<file path="src/rtl/bitblade_pkg.sv">
// bitblade_pkg: shared mode encodings, hold-length helper and fetch FSM states
package bitblade_pkg;
  localparam logic [1:0] MODE_8B = 2'b00;
  localparam logic [1:0] MODE_4B = 2'b01;
  localparam logic [1:0] MODE_2B = 2'b10;
  typedef enum logic [2:0] {
    S_IDLE, S_WAIT_ALIGN, S_STREAM, S_FLUSH, S_DONE
  } fetch_state_t;
  function automatic logic [2:0] hold_cycles(input logic [1:0] mode);
    return mode == MODE_8B ? 3'd1 : mode == MODE_4B ? 3'd2 : 3'd4;
  endfunction
endpackage

</file>
<file path="src/rtl/mux_phase_tracker.sv">
// mux_phase_tracker: mirrors the free-running slice state of Input_MUX_REG
module mux_phase_tracker
  import bitblade_pkg::*;
(
  input  logic       clk,
  input  logic       reset,
  input  logic [1:0] weight_bitwidth,
  output logic [1:0] phase,
  output logic       last_phase
);
  logic [1:0] r_phase;
  logic [2:0] w_hold;
  assign w_hold = hold_cycles(weight_bitwidth);
  assign phase = r_phase;
  // 8-bit mode holds phase at any value, so every cycle ends a word there
  assign last_phase = w_hold == 3'd1 || {1'b0, r_phase} == w_hold - 3'd1;
  always_ff @(posedge clk or posedge reset)
    if (reset) r_phase <= '0;
    else r_phase <= weight_bitwidth == MODE_8B ? r_phase :
                    (weight_bitwidth == MODE_4B && r_phase == 2'd1) ? 2'd0 : r_phase + 2'd1;
endmodule

</file>
<file path="src/rtl/input_buffer_fetch.sv">
// input_buffer_fetch: streams SRAM words to Input_MUX_REG, each held for one full slice cycle
module input_buffer_fetch
  import bitblade_pkg::*;
#(
  parameter int ADDR_W = 10,
  parameter int CNT_W  = 10
) (
  input  logic              clk,
  input  logic              reset,
  input  logic              start,
  input  logic [ADDR_W-1:0] base_addr,
  input  logic [CNT_W-1:0]  num_words,
  input  logic [1:0]        weight_bitwidth,
  output logic              mem_rd_en,
  output logic [ADDR_W-1:0] mem_addr,
  input  logic [31:0]       mem_rdata,
  output logic [31:0]       buffer_out,
  output logic              out_valid,
  output logic              busy,
  output logic              done
);
  fetch_state_t      r_state;
  logic [ADDR_W-1:0] r_base;
  logic [CNT_W-1:0]  r_num, r_rd_cnt, r_wr_cnt;
  logic              r_rd_pend, r_valid;
  logic [31:0]       r_buf;
  logic [1:0]        w_phase;
  logic [2:0]        w_hold;
  logic              w_last, w_align, w_rd;
  mux_phase_tracker u_phase (
    .clk             (clk),
    .reset           (reset),
    .weight_bitwidth (weight_bitwidth),
    .phase           (w_phase),
    .last_phase      (w_last)
  );
  assign w_hold = hold_cycles(weight_bitwidth);
  // Read one cycle before the last phase so the capture lands on the 1->0 / 3->0 boundary
  assign w_align = w_hold == 3'd1 || (w_hold == 3'd2 ? w_phase == 2'd0 : w_phase == 2'd2);
  assign w_rd = (r_state == S_WAIT_ALIGN || r_state == S_STREAM) && r_rd_cnt != r_num && w_align;
  assign mem_rd_en = w_rd;
  assign mem_addr = w_rd ? r_base + ADDR_W'(r_rd_cnt) : '0;
  assign buffer_out = r_buf;
  assign out_valid = r_valid && (r_state == S_STREAM || r_state == S_FLUSH);
  assign busy = r_state != S_IDLE;
  assign done = r_state == S_DONE;
  always_ff @(posedge clk or posedge reset)
    if (reset) begin
      r_state   <= S_IDLE;
      r_base    <= '0;
      r_num     <= '0;
      r_rd_cnt  <= '0;
      r_wr_cnt  <= '0;
      r_rd_pend <= 1'b0;
      r_valid   <= 1'b0;
      r_buf     <= '0;
    end else begin
      r_rd_pend <= w_rd;
      if (w_rd) r_rd_cnt <= r_rd_cnt + 1'b1;
      if (r_rd_pend) begin
        r_buf    <= mem_rdata;
        r_wr_cnt <= r_wr_cnt + 1'b1;
        r_valid  <= 1'b1;
      end
      case (r_state)
        S_IDLE: begin
          r_valid <= 1'b0;
          if (start) begin
            r_base   <= base_addr;
            r_num    <= num_words;
            r_rd_cnt <= '0;
            r_wr_cnt <= '0;
            r_state  <= num_words == '0 ? S_DONE : S_WAIT_ALIGN;
          end
        end
        S_WAIT_ALIGN: if (w_rd) r_state <= S_STREAM;
        S_STREAM:     if (r_rd_cnt == r_num) r_state <= S_FLUSH;
        S_FLUSH:      if (r_wr_cnt == r_num && w_last) r_state <= S_DONE;
        default:      r_state <= S_IDLE;
      endcase
    end
endmodule
</file>
<file path="config.mk">
export PLATFORM = sky130hd
export DESIGN_NAME = input_buffer_fetch
export DESIGN_NICKNAME = d
export VERILOG_FILES = /design/src/rtl/bitblade_pkg.sv /design/src/rtl/mux_phase_tracker.sv /design/src/rtl/input_buffer_fetch.sv
export SDC_FILE = /design/constraint.sdc
export NUM_CORES = 1
export LEC_CHECK = 0
export CORE_MARGIN = 5
export CORE_UTILIZATION = 49
export CTS_CLUSTER_SIZE = 20
export DETAILED_ROUTE_END_ITERATION = 8
export PLACE_DENSITY = 0.78
export SYNTH_ARGS = -nofsm -noshare
export SYNTH_HDL_FRONTEND = slang
export SYNTH_SLANG_ARGS = --single-unit
</file>
<file path="constraint.sdc">
create_clock -name clk -period 3.4 [get_ports clk]
set_clock_uncertainty 0.15 [all_clocks]
set_input_delay 0.34 -clock clk [delete_from_list [all_inputs] [get_ports clk]]
set_output_delay 0.34 -clock clk [all_outputs]
set_load 0.005 [all_outputs]
</file>
==> results of run 1 <==
-- metal layers --
| layer | vias to the layer above | GRT usage [%] |
|---|---|---|
| li1 | 1540 | - |
| met1 | 1568 | 23.5 |
| met2 | 111 | 31.3 |
| met3 | 12 | 9.17 |
| met4 | 0 | 6.22 |
| met5 | - | 0 |
-- cells in the final DEF, fill, tap and decap left out, types with 7 or more instances in the layout --
cell and n:
mux2_2 32, inv_1 10, nand2_1 76, dfrtp_1 78, a21oi_1 12, nand3_1 10
xor2_1 9, nor2_1 31, clkdlybuf4s50_1 102, xnor2_1 28, nand4_1 7, o21ai_0 9
ha_1 11, clkbuf_8 9
-- power by group through the flow --
stage	sequential [uW]	clock, uW	combinational (uW)
2_1_floorplan	1680	0	1200
4_1_cts	1780	721	1980
3_3_place_gp	1770	0	1910
5_1_grt	1850	760	2170
6_report	1780	694	1960
3_5_place_dp	1800	0	1960
-- timing repair --
item,in CTS,in global routing
resized for setup,1,2
endpoints found under the setup margin,1,2
setup buffers,0,0
-- how the worst max path moves through the flow --
| stage | startpoint | to | slack [ns] |
|---|---|---|---|
| floorplan | reset | buffer_out[0] | 0.89 |
| global placement | r_rd_cnt[0] | mem_addr[8] | 0.47 |
| detailed placement | r_rd_cnt[0] | mem_addr[8] | 0.36 |
| CTS | r_rd_cnt[0] | mem_addr[8] | 0.05 |
| global route | r_rd_cnt[0] | mem_addr[8] | 0.02 |
| finish | r_rd_cnt[0] | mem_addr[8] | 0.13 |
-- worst max-delay path: stages (launching register included) --
cell	delay, ns
dfrtp_2	0.45
ha_1	0.22
inv_1	0.07
fa_1	0.38
nor2b_1	0.17
o21ai_1	0.12
a21oi_2	0.19
o41ai_1	0.10
xnor2_1	0.13
nor2_1	0.10
clkdlybuf4s50_1	0.51
-- area by class of cell --
class,instances,area [um2]
Timing Repair Buffer,105,1060
Tap cell,102,128
Clock inverter,6,68.8
Inverter,11,41.3
Fill cell,629,2510
Clock buffer,10,128
Sequential cell,79,1980
Multi-Input combinational cell,288,1900
-- stage by stage --
stage	utilization, %	std cells	setup WS [ns]	hold WS, ns
6_report	67.9	601	0.132	0.0794
4_1_cts	67.9	601	0.0518	0.0716
2_1_floorplan	-	393	0.887	0.295
3_3_place_gp	65.3	585	0.466	0.327
5_1_grt	67.9	601	0.0167	0.0736
3_5_place_dp	65.3	585	0.362	0.328
-- state kept, by name, indices dropped and copies added (netlist names) --
| register | count |
|---|---|
| r_wr_cnt | 10 |
| r_rd_cnt | 10 |
| r_rd_pend | 1 |
| r_num | 10 |
| r_valid | 1 |
| r_base | 10 |
| buffer_out | 32 |
| r_state | 3 |
| u_phase.phase | 2 |
-- logic make-up (layout without fill, tap and decap cells) --
logic type                 after synthesis  after routing
and+or+nand+nor                        158            158
AOI/OAI and AO/OA                       45             45
buffers and inverters                   26            132
muxes                                   36             36
adders and majority gates               12             12
xor gates and xnor gates                37             37
DFF                                     79             79
==> out/results.txt, run 1 <==
The run finished with clean final reports. The run gives 0 as the final hold violation count. The deepest level of the CTS H-tree was 3; the overall power after layout was 4430 uW. For this block, wires on met1 add up to 3840 um. Clock-pin slew was measured on the worst setup and hold paths at 0.09 ns.

The final antenna-violating net count was 0; the per-cell routed wire length was 15.7 um. The clock root buffer master is clkbuf_8. STA puts the critical path data arrival time at 2.78 ns. For this run, the leading register cell type out of synthesis is dfrtp_1. TritonCTS built the clock tree. By area the synthesized netlist is led by dfrtp_1, mux2_2, nand2_1. Largest family of logic cells by synthesized area: simple AND/OR/NAND/NOR gates. The routed design uses 1080 um of met3 wire. The number of cell rows was 32. The share of cell area taken by muxes after synthesis was 10.1%; the area enclosed by the die boundary was 10,000 um2. Summed over all cells, the static leakage comes to 0.00227 uW. The first-pass GRT wire length is 15,700 um. At the pin with the least slew margin, the transition time is 0.934 ns. In this run the count of I/O pins placed on the die edge is 103. Of all flip-flops after synthesis, the portion carrying an async set or reset was 100%. Summing the areas of all compound-gate instances in the mapped netlist gives 7.19% of the synthesized area.

The clock net in this run drives a total of 79 sinks. The total routing usage reported by global routing is 19.6%, and the count of flip-flops with a built-in enable after synthesis is 0. The maximum fanout along the worst path works out to 7. The initial antenna violation count is 0. The run gives 0 as the number of synthesis warnings.

The number of antenna diodes in the final layout is 0. After the last flow step, the layout net total stands at 563. The worst setup path is of the flop to output port kind. Synthesis inferred 79 register bits.

Residual overflow from global routing: 0. The fraction of synthesized cell area in xor and xnor cells was 8.13%; the first-pass iteration count of the detailed router was 4. The part of the power in the clock network came out at 15.7%.

Signal routing reaches up to met4. For this run, the top clock speed supported by timing is 306 MHz. After detailed routing, the number of vias per cell comes to 5.38. The core region is 7810 um2. In this run the critical register-to-register path is launched from u_phase.phase[0]. The floorplan step set the die width to 100 um. After routing, the total negative slack on setup checks comes to 0 ns. The cell count after synthesis came out at 393. The tools report the starting density of the core as 51.0%.

Of the cells placed in the final design, the portion with a size suffix greater than 1 is 11.4%. The worst setup path is captured at an output port. Count of cell types in the netlist: 41. The half-perimeter wire length of the detailed placement result is 7020 um. The final route contains 3,231 vias. The share of total power in combinational logic is 44.2%, and the detailed-route DRC error count is 0. Input and output buffers added on the ports amount to 102.

The routed design uses 4410 um of met2 wire. The final worst-path cycle share works out to 96.1%. Relative to the synthesized area, the layout overhead comes to 33.1%. The biggest area contributor in the post-synthesis netlist is dfrtp_1. In this run the worst hold path is classified as primary input to asynchronous set/reset pin. Of the total synthesized cell area, the portion taken by full adders, half adders and majority gates is 3.96%. After synthesis, flip-flops and latches occupy 49.6% of the total area. Clock latency on the worst-skew pair: 0.34 ns.

Buffers inserted to repair hold after CTS numbered 0. The tools report the register-to-register setup slack as 1.01 ns. For the initial detailed-routing violation count, the log shows 115. For the worst setup path, the data required time is 2.91 ns.

The share of total power in sequential cells is 40.2%, and the die outline height is 100 um. The commonest cells after synthesis are dfrtp_1, nand2_1, mux2_2, nor2_1, xnor2_1. In this run the critical register-to-register path is captured at r_rd_cnt[5]. IR analysis of the VDD net gives a maximum drop of 460 uV.

The most used standard cell by instance count after synthesis was dfrtp_1. After synthesis, the mean cell area works out to 10.1 um2. Net switching is 35.4% of the power.

In this run the biggest area consumer among cell types represents 49.6% of the synthesized area. After routing the design area is 5300 um2. Setup repair after global routing left no endpoint under its margin. Final critical path time including I/O delays and setup: 3.27 ns.

The category of the worst setup path launch point was a flop. Summing all placed instances gives a cell area of 5100 um2. The number of cells traversed by the worst register-to-register path was 6; the clock tree buffer depth was 2.

The synthesized area was 3980 um2; the largest net degree at the start of global routing was 70. The switching power is 1570 uW, and the CTS buffer count is 9. Summing the areas of all and, or, nand and nor instances in the mapped netlist gives 18.3% of the synthesized area.

The routed design has 9460 um of wire. The number of global-route vias before repair was 3,272; the areal power density over the cells was 836 nW/um2. Synthesis produced a netlist with a net count of 462.

The setup-violating endpoint count in the final report is 0, and the internal power consumption is 2860 uW. The placer congestion estimate is 0.811. Max-cap violations in this run came to 0. The worst pin sits at a relative slew slack of 37.6%. Number of slew-limit violations in the final report: 0.
Power figures use the tool's default switching activity.
==> run 2: changes to the inputs <==
--- a/config.mk
+++ b/config.mk
@@ -13,3 +13,4 @@
 export SYNTH_ARGS = -nofsm -noshare
 export SYNTH_HDL_FRONTEND = slang
+export SYNTH_HIERARCHICAL = 1
 export SYNTH_SLANG_ARGS = --single-unit
==> constraint.sdc (replaced) <==
create_clock -name clk -period 3.4 [get_ports clk]
set_clock_uncertainty 0.15 [all_clocks]
set_input_delay 0.34 -clock clk [delete_from_list [all_inputs] [get_ports clk]]
set_output_delay 0.34 -clock clk [all_outputs]
set_load 0.02 [all_outputs]
==> run 2 against run 1 <==
  * Cell count decreased by 0.33%
  * First-iteration DRC count increased by 39%
  * Count of clock-buffer cells in the layout increased by 1
==> out/results.txt, run 2 <==
The flow ran to the end, and the final reports show no timing, DRC or antenna violations. Sorting the synthesized cells by how often they occur yields dfrtp_1, nand2_1, nor2_1, mux2_2, xnor2_1. The number of input and output port buffers inserted was 102 (unchanged).

The tools report the clock tree buffer depth as 2 (unchanged). The number of diodes came out at 0 (unchanged). The post-CTS setup repair buffer count is 0 (unchanged).

The clock transition at the registers of the reported paths was 0.09 ns (about the same). The wire length after detailed routing is 9160 um (-3.1%). In this run the worst hold path is classified as primary input to asynchronous set/reset pin. The relative slew slack was 38.4% (+0.80 points). For this run, the leading register cell type out of synthesis is dfrtp_1.

The first-pass GRT wire length is 15,300 um (-2.2%), and the fraction of final layout cells sized beyond drive strength 1 is 11.5% (+0.046 points). The net count of the mapped netlist came out at 459 (-0.65%). Number of global-route vias before repair: 3,202 (-2.1%). The most used standard cell by instance count after synthesis is dfrtp_1. For the total routing usage reported by global routing, the log shows 19.1% (-0.53 points). The tools report the peak ir drop on the vdd network as 581 uV (+26%). The final total negative setup slack was 0 ns (unchanged); the final antenna-violating net count was 0 (unchanged). The run gives 6840 um (-2.6%) as the half-perimeter wire length of the detailed placement result. The critical path class is flop to output port. The share of synthesized registers carrying an async set or reset is 100% (unchanged), and the flip-flop count of the largest register after layout is 32 (unchanged). Leaving out fill and tap cells, the most frequent cell in the layout is clkdlybuf4s50_1.

Required time at the endpoint of the critical path: 2.91 ns (about the same). In the post-synthesis netlist, the biggest area contributors are dfrtp_1, mux2_2, nand2_1. Count of hold buffers inserted by post-cts repair: 0 (unchanged). Cell type of the slowest stage on the worst timing path: dfrtp_2. Setup-violating endpoint count in the final report: 0 (unchanged).

The number of flip-flops and latches in the synthesized netlist was 79 (unchanged); the largest stage delay on the critical path was 0.44 ns (-0.07 ns). Count of flip-flops with a built-in enable after synthesis: 0 (unchanged). The count of cell types in the netlist was 42 (+2.4%); the starting density of the core was 50.8% (-0.22 points).

The residual overflow from global routing is 0 (unchanged), and the placer congestion estimate is 0.868 (+7.0%). The critical path goes through ha_1 -> inv_1 -> fa_1 -> nor2b_1 -> o21ai_0 -> a21oi_1 -> o41ai_1 -> xnor2_1 -> nor2_1 -> dlygate4sd2_1. Initial antenna violation count: 0 (unchanged).

The first-pass iteration count of the detailed router is 4 (unchanged). The count of mapped cells out of synthesis came out at 390 (-0.76%). The final-layout fill cell count is 638 (+1.4%), and the synthesized area per cell is 10.2 um2 (+0.33%). The CTS buffer count came out at 9 (unchanged). The synthesized area is 3970 um2 (-0.44%), and the final worst-path cycle share is 92.9% (-3.2 points).

The number of synthesis warnings was 6 (+6). The core occupancy in the finished layout came out at 67.5% (-0.37 points). The die outline height is 100 um (-0.19%), and the horizontal extent of the die is 100 um (-0.19%). The average via count per standard cell was 5.30 (-1.5%); the post-layout net count was 561 (-0.36%). The detailed-route DRC error count is 0 (unchanged). The library cells used most frequently in the layout, excluding fill and tap cells, are clkdlybuf4s50_1, dfrtp_1, nand2_1, nor2_1, mux2_2. Critical path data arrival time: 2.67 ns (-0.11 ns). The per-cell routed wire length came out at 15.3 um (-2.8%).

The run gives 0 (unchanged) as the final hold violation count. The run gives 7810 um2 (unchanged) as the core footprint. The number of maximum-capacitance violations was 0 (unchanged). STA classifies the critical path endpoint as an output port.

The number of placed I/O pins was 103 (unchanged). The final critical path time including I/O delays and setup was 3.16 ns (-0.109 ns). In this run the clock root is driven by a clkbuf_8. The area of the multi-input gates is 1890 um2 (-0.46%). The areal power density over the cells was 844 nW/um2 (+0.99%); the number of slew-limit violations in the final report was 0 (unchanged).

TritonCTS built the clock tree. The logs give 49.8% (+0.22 points) for the sequential cell area fraction in the yosys report and 0.35 ns (about the same) for the clock latency on the worst-skew pair. The logs give 79 (unchanged) for the clock net sink count and 0.00238 uW (+4.8%) for the static leakage. Relative to the synthesized area, the layout overhead comes to 32.9%. Setup repair after global routing left no endpoint under its margin.

The number of cell rows came out at 32 (unchanged). The worst setup path is launched from a flop. The logs give 1980 um2 (unchanged) for the flip-flop and latch area and 9990 um2 (-0.39%) for the area enclosed by the die boundary. For the highest attainable clock frequency, the log shows 317 MHz (+3.4%). The initial detailed-routing violation count was 160 (+39%).

dfrtp_1 takes more of the synthesized area than any other cell. The area fraction of the dominant cell type after synthesis was 49.8% (+0.22 points). The deepest level of the CTS H-tree was 3 (unchanged); the transition time at the pin with the least slew margin was 0.922 ns (-0.0119 ns).

The maximum fanout along the worst path was 6 (-1); the largest net degree at the start of global routing was 44 (-37%). The tools report the routed via count as 3,173 (-1.8%).
## run 2: cell types whose count changed after synthesis, moves of 2 or more
cell,change
a211oi_1,-2
o21ai_0,-2
xnor2_1,-8
buf_1,-3
xor2_1,+9
o221ai_1,+2
buf_2,+2
nor4_1,-2
nor2_1,+7
nand2_1,-4
nand3_1,-4
a21oi_1,-2
## run 2: worst max-delay path, delay by kind of cell (launching register included)
kind | cells | cell delay (ns)
flip-flops | 1 | 0.44
AND/OR/NAND/NOR | 2 | 0.23
adder cells (fa/ha/maj) | 2 | 0.60
buffers and inverters | 2 | 0.42
AO/OA/AOI/OAI | 3 | 0.49
XOR/XNOR | 1 | 0.13
## run 2: per-layer routing
layer | vias to the layer above | global-route usage, % | routed length, um
met5 | - | 0 | 0
met3 | 9 | 6.32 | 656
met2 | 85 | 29.5 | 4290
met4 | 0 | 6.53 | 121
met1 | 1543 | 25.3 | 4100
li1 | 1536 | - | -
## run 2: area by class of cell
type	count	share of cell area (%)
Clock inverter	5	0.664
Multi-Input combinational cell	286	35.9
Clock buffer	11	2.49
Timing Repair Buffer	106	20.3
Inverter	10	0.712
Sequential cell	79	37.5
Tap cell	102	2.42
## run 2: power breakdown
part,switching [uW],total [uW],internal (uW)
Sequential,369,1690,1320
Combinational,1060,2160,1100
Clock,330,595,265
## run 2: timing repair
item	in CTS	in global routing
setup endpoints to repair	2	3
resized for setup	2	4
cloned	0	0
## run 2: stage by stage
| stage | total power [uW] | cells | area (um2) | hold WS (ns) | worst slack [ns] |
|---|---|---|---|---|---|
| after global placement | 3820 | 583 | 5090 | 0.319 | 0.425 |
| after global routing | 4790 | 599 | 5270 | 0.0451 | 0.0529 |
| after detailed placement | 3880 | 583 | 5090 | 0.330 | 0.327 |
| after CTS | 4500 | 599 | 5260 | 0.0234 | 0.0362 |
| after floorplan | 3020 | 390 | 3970 | -0.0688 | 0.943 |
| final | 4450 | 599 | 5270 | 0.0477 | 0.241 |
## run 2: final timing paths
| path | startpoint | endpoint | slack, ns | depth (start not counted) |
|---|---|---|---|---|
| setup / recovery | r_rd_cnt[0] | mem_addr[8] | 0.24 | 10 |
| hold reg to reg | r_base[6] | r_base[6] | 0.34 | 2 |
| hold / removal | reset | u_phase/phase[0] | 0.05 | 2 |
| min in group clk | r_base[6] | r_base[6] | 0.34 | 2 |
| setup reg to reg | r_num[0] | r_rd_cnt[9] | 0.98 | 7 |
| max in group asynchronous | reset | r_base[4] | 2.07 | 3 |
## run 2: cells by family after synthesis
family / synth area share (%)
XOR/XNOR: 8.39
multiplexers: 9.84
buffers and inverters: 2.62
adder cells (fa/ha/maj): 3.97
AO/OA/AOI/OAI: 8.04
flip-flops: 49.8
AND/OR/NAND/NOR: 17.3
==> run 3: changes to the inputs <==
SLEW_MARGIN = 25   (was not set)
==> results of run 3 <==
No change in the layout: final DEF, timing and power equal those of run 2.
